$ cat src/rtl/branch_predictor.sv
// Direct-mapped branch predictor: per-entry 2-bit saturating counter plus stored target,
// combinational lookup for fetch and resolution/update from MEM with hit/miss statistics.
module branch_predictor #(
  parameter int ENTRIES = 8,
  parameter int CNT_W   = 16
) (
  input  logic             CLK,
  input  logic             RST,
  input  logic [31:0]      if_pc,
  output logic             pred_taken,
  output logic [31:0]      pred_target,
  input  logic             upd_en,
  input  logic [31:0]      upd_pc,
  input  logic             upd_taken,
  input  logic [31:0]      upd_target,
  input  logic             upd_pred_taken,
  input  logic [31:0]      upd_pred_target,
  output logic             mispredict,
  output logic [31:0]      redirect_pc,
  output logic [CNT_W-1:0] br_count,
  output logic [CNT_W-1:0] miss_count
);

  localparam int IDX   = $clog2(ENTRIES);
  localparam int TAG_W = 30 - IDX;
  localparam logic [CNT_W-1:0] CNT_MAX = {CNT_W{1'b1}};
  localparam logic [CNT_W-1:0] CNT_ONE = {{(CNT_W-1){1'b0}}, 1'b1};

  logic             valid_r  [ENTRIES];
  logic [TAG_W-1:0] tag_r    [ENTRIES];
  logic [31:0]      target_r [ENTRIES];
  logic [1:0]       ctr_r    [ENTRIES];
  logic [CNT_W-1:0] br_count_r;
  logic [CNT_W-1:0] miss_count_r;

  logic [IDX-1:0]   lk_idx_s;
  logic             lk_hit_s;
  logic             lk_taken_s;
  logic [IDX-1:0]   up_idx_s;
  logic             up_hit_s;

  function automatic logic [1:0] ctr_step(input logic [1:0] ctr, input logic taken);
    logic [1:0] nxt;
    case ({taken, ctr})
      3'b1_11: nxt = 2'b11;
      3'b0_00: nxt = 2'b00;
      default: nxt = taken ? (ctr + 2'd1) : (ctr - 2'd1);
    endcase
    return nxt;
  endfunction

  function automatic logic [CNT_W-1:0] sat_inc(input logic [CNT_W-1:0] val);
    logic [CNT_W-1:0] nxt;
    if (val == CNT_MAX) begin
      nxt = val;
    end else begin
      nxt = val + CNT_ONE;
    end
    return nxt;
  endfunction

  // Fetch-side lookup from registered state only; no bypass from a same-cycle update.
  always_comb begin
    lk_idx_s   = if_pc[IDX+1:2];
    lk_hit_s   = valid_r[lk_idx_s] && (tag_r[lk_idx_s] == if_pc[31:IDX+2]);
    lk_taken_s = lk_hit_s & ctr_r[lk_idx_s][1];
    pred_taken = lk_taken_s;
    if (lk_taken_s) begin
      pred_target = target_r[lk_idx_s];
    end else begin
      pred_target = if_pc + 32'd4;
    end
  end

  // Resolution side: hit detection for the update and the mispredict/redirect decision.
  always_comb begin
    up_idx_s   = upd_pc[IDX+1:2];
    up_hit_s   = valid_r[up_idx_s] && (tag_r[up_idx_s] == upd_pc[31:IDX+2]);
    mispredict = upd_en & ((upd_taken != upd_pred_taken) |
                           (upd_taken & upd_pred_taken & (upd_target != upd_pred_target)));
    if (upd_taken) begin
      redirect_pc = upd_target;
    end else begin
      redirect_pc = upd_pc + 32'd4;
    end
  end

  // Predictor table: reset, train on hit, allocate only on a taken miss.
  always_ff @(posedge CLK) begin
    if (RST) begin
      for (int i = 0; i < ENTRIES; i++) begin
        valid_r[i]  <= 1'b0;
        tag_r[i]    <= {TAG_W{1'b0}};
        target_r[i] <= 32'd0;
        ctr_r[i]    <= 2'b01;
      end
    end else if (upd_en) begin
      if (up_hit_s) begin
        ctr_r[up_idx_s] <= ctr_step(ctr_r[up_idx_s], upd_taken);
        if (upd_taken) begin
          target_r[up_idx_s] <= upd_target;
        end
      end else if (upd_taken) begin
        valid_r[up_idx_s]  <= 1'b1;
        tag_r[up_idx_s]    <= upd_pc[31:IDX+2];
        target_r[up_idx_s] <= upd_target;
        ctr_r[up_idx_s]    <= 2'b10;
      end
    end
  end

  // Saturating branch and mispredict statistics; a reset cycle discards the update.
  always_ff @(posedge CLK) begin
    if (RST) begin
      br_count_r   <= {CNT_W{1'b0}};
      miss_count_r <= {CNT_W{1'b0}};
    end else if (upd_en) begin
      br_count_r <= sat_inc(br_count_r);
      if (mispredict) begin
        miss_count_r <= sat_inc(miss_count_r);
      end
    end
  end

  assign br_count   = br_count_r;
  assign miss_count = miss_count_r;

endmodule
$ cat config.mk
export PLATFORM = sky130hd
export DESIGN_NAME = branch_predictor
export DESIGN_NICKNAME = d
export VERILOG_FILES = /design/src/rtl/branch_predictor.sv
export SDC_FILE = /design/constraint.sdc
export NUM_CORES = 1
export LEC_CHECK = 0
export CAP_MARGIN = 5
export CELL_PAD_IN_SITES_DETAIL_PLACEMENT = 0
export CELL_PAD_IN_SITES_GLOBAL_PLACEMENT = 2
export CORE_MARGIN = 10
export CORE_UTILIZATION = 41
export CTS_CLUSTER_DIAMETER = 80
export DETAILED_ROUTE_END_ITERATION = 10
export PLACE_DENSITY = 0.92
export SLEW_MARGIN = 15
export SYNTH_ARGS = -nofsm -noshare
export SYNTH_HDL_FRONTEND = slang
export SYNTH_SLANG_ARGS = --single-unit
$ cat constraint.sdc
create_clock -name CLK -period 5.7 [get_ports CLK]
set_input_delay 0.57 -clock CLK [delete_from_list [all_inputs] [get_ports CLK]]
set_output_delay 0.57 -clock CLK [all_outputs]
set_load 0.02 [all_outputs]
==> flow_summary.ini <==
[drt]
drt_iter0_markers = 2266
firstDrtPassIters = 5
ant_nets = 0
wl_per_cell_um = 28.4
via_per_inst = 5.88
routed_wl_um = 92200
drc = 0
dr_total_vias = 19062

[clock_network]
clock_latency_ns = 0.63
htreeDepth = 2
post-cts-setup-buffers = 0
root_buffer = clkbuf_16
cts_tree = done
path_clk_slew_ns = 0.06
cts.sinks = 528
cts_resized = 0
cts_buffer_depth = 3
cts_buffers = 55
cts-hold-fix-buffers = 0

[synth]
avgSynthCellArea_um2 = 13.2
synthCells = 2143
synth_fp_nets = 2283
synth_cell_type_count = 59
ys_seq_area_share_pct = 54.7
synth_top_area_cell = edfxtp_1
synth_warnings = 0
synth_edf_count = 488
synthDominantCellAreaShare_pct = 51.9
yosys-top-cells-area = edfxtp_1, mux4_2, and2_1
netlist_area_um2 = 28200
async_flop_share_pct = 0
synth_seq_cells = 528
synth-main-ff-cell = edfxtp_1

[critical_path]
startpoint_type = primary input
cp_max_fo = 40
critPathCaptureType = output port
cp.required_ns = 5.13
crit_type = primary input to output port
worst_ep_arrival_time_ns = 4.78

[power]
p_seq_share_pct = 46.6
p_int_w = 0.00731
powerDensity_nw_per_um2 = 289
power_frac_clock_pct = 40.4
comb_power_share_pct = 13.0
p_switching_w = 0.00239
ir_worst_vdd_mv = 0.224
switching_share_pct = 24.7
leakage_nw = 11.6

[timing]
finClkSkew_ns = 0.0301
fmax_ghz = 0.187
period_minus_slack_ns = 5.35
hold_viol_final = 0
worst-slew-pin-transition_ns = 1.00
finalSetupTns_ns = 0
setup_viol = 0
slew_headroom_pct = 33.0
setup_slack_ns = 0.352
drv_slew = 0
period_share_pct = 93.8
rsz0062_at_grt = false

[floorplan]
ioPinCount = 231
fp-row-count = 96
die_h_um = 282
start_util_pct = 41.2
core_um2 = 68500
die_w_um = 282
die_area_um2 = 79700

[global_route]
antenna_found_initial = 2
grt_overflow_total = 0
grt_first_pass_wirelength_um = 133000
busiest_layer = met2
grtUsageTotal_pct = 22.6
grt_pass1_vias = 19242
met3_usage_pct = 5.66
gr-usage-met1_pct = 28.8
grtUsageMet2_pct = 37.3
grt_max_degree = 41

[placement]
place_ws_ns = 0.458
placed_area_um2 = 31700
dpl.hpwl_um = 62500
place.gp.congestion = 0.911
place.port_buffers = 230

[finish]
area_delta_synth_final_pct = 19.1
n_antenna_cell = 0
mostFrequentLayoutCell = edfxtp_1
final_nets = 2458
drive_gt1_share_pct = 16.6
fin_area_um2 = 33600
final_cell_mix = edfxtp_1, and2_1, clkdlybuf4s50_1, mux4_2, xnor2_1

[run]
max_cap_violations = 0

[outcome]
status = finished, final reports clean

[worst_hold_path]
hp-class = flip-flop to flip-flop
[worst paths after layout]
| path | depth (start not counted) | end | slack [ns] | from |
|---|---|---|---|---|
| worst max-delay path | 11 | pred_target[5] | 0.35 | if_pc[3] |
| worst min-delay path | 1 | valid_r[6] | 0.48 | valid_r[6] |
| worst max register to register | 9 | ctr_r[7][0] | 1.88 | tag_r[3][16] |
| worst min register to register | 1 | valid_r[6] | 0.48 | valid_r[6] |
[synth_stat cells (all sizes together) (2+ instances only)]
cell type,number
a211oi,7
a21boi,3
a21o,8
a21oi,31
a221oi,5
a22o,2
a22oi,9
a31o,8
a31oi,11
and2,469
and3,13
and4,5
buf,59
clkbuf,134
dfxtp,40
edfxtp,488
fa,2
ha,5
inv,14
mux2,13
mux2i,100
mux4,162
nand2,87
nand2b,3
nand3,44
nand3b,2
nand4,27
nor2,86
nor2b,5
nor3,22
nor3b,2
nor4,30
o211ai,4
o21ai,45
o21bai,8
o22ai,2
or2,11
or3,10
xnor2,114
xor2,44
[kinds of logic after synthesis]
kind of cell	after synthesis	share of synthesized area [%]
XOR/XNOR	158	4.90
flip-flops	528	54.7
adder cells (fa/ha/maj)	7	0.363
buffers and inverters	208	3.21
AND/OR/NAND/NOR	818	16.4
multiplexers	275	17.0
AO/OA/AOI/OAI	149	3.33
[critical path, cell delays in order]
cell             delay, ns
buf_6                 0.42
mux4_2                0.58
mux2i_1               0.18
xnor2_1               0.17
nor4_1                0.84
nand2_1               0.20
nor4_2                0.38
buf_12                0.23
mux2i_1               0.09
a211oi_1              0.38
clkdlybuf4s50_1       0.69
[layer usage]
layer | share of wire, % | wire, um | vias up
met2 | 48 | 44200 | 1040
met1 | 38 | 35200 | 9641
met5 | 0.014 | 13 | -
li1 | - | - | 8207
met3 | 10 | 9650 | 172
met4 | 3.3 | 3050 | 2
[power by group through the flow]
stage          logic [W]  registers (W)  clock network [W]
2_1_floorplan   0.000703        0.00457                  0
3_3_place_gp     0.00124        0.00458                  0
3_5_place_dp     0.00125        0.00460                  0
4_1_cts          0.00125        0.00452            0.00395
5_1_grt          0.00132        0.00454            0.00409
6_report         0.00126        0.00453            0.00392
[stage by stage]
stage	utilization [%]	power, W	hold slack, ns	std cells
after floorplan	-	0.00528	0.443	2143
after global placement	46.2	0.00583	0.457	3143
after detailed placement	46.2	0.00585	0.471	3143
after CTS	49.1	0.00973	0.483	3243
after global routing	49.1	0.00995	0.505	3243
final	49.1	0.00970	0.482	3243
[cell type report]
class / count / area, um^2
Clock inverter: 36 / 557
Clock buffer: 64 / 1410
Timing Repair Buffer: 311 / 2990
Sequential cell: 528 / 15500
Fill cell: 5823 / 34800
Tap cell: 882 / 1100
Inverter: 15 / 56.3
Multi-Input combinational cell: 1407 / 12000
[registers in the layout, indices dropped and copies added (netlist names)]
signal and cells:
target_r 256, tag_r 216, br_count 16, ctr_r 16
miss_count 16, valid_r 8
Note: power is estimated with default switching activity, not from simulation.
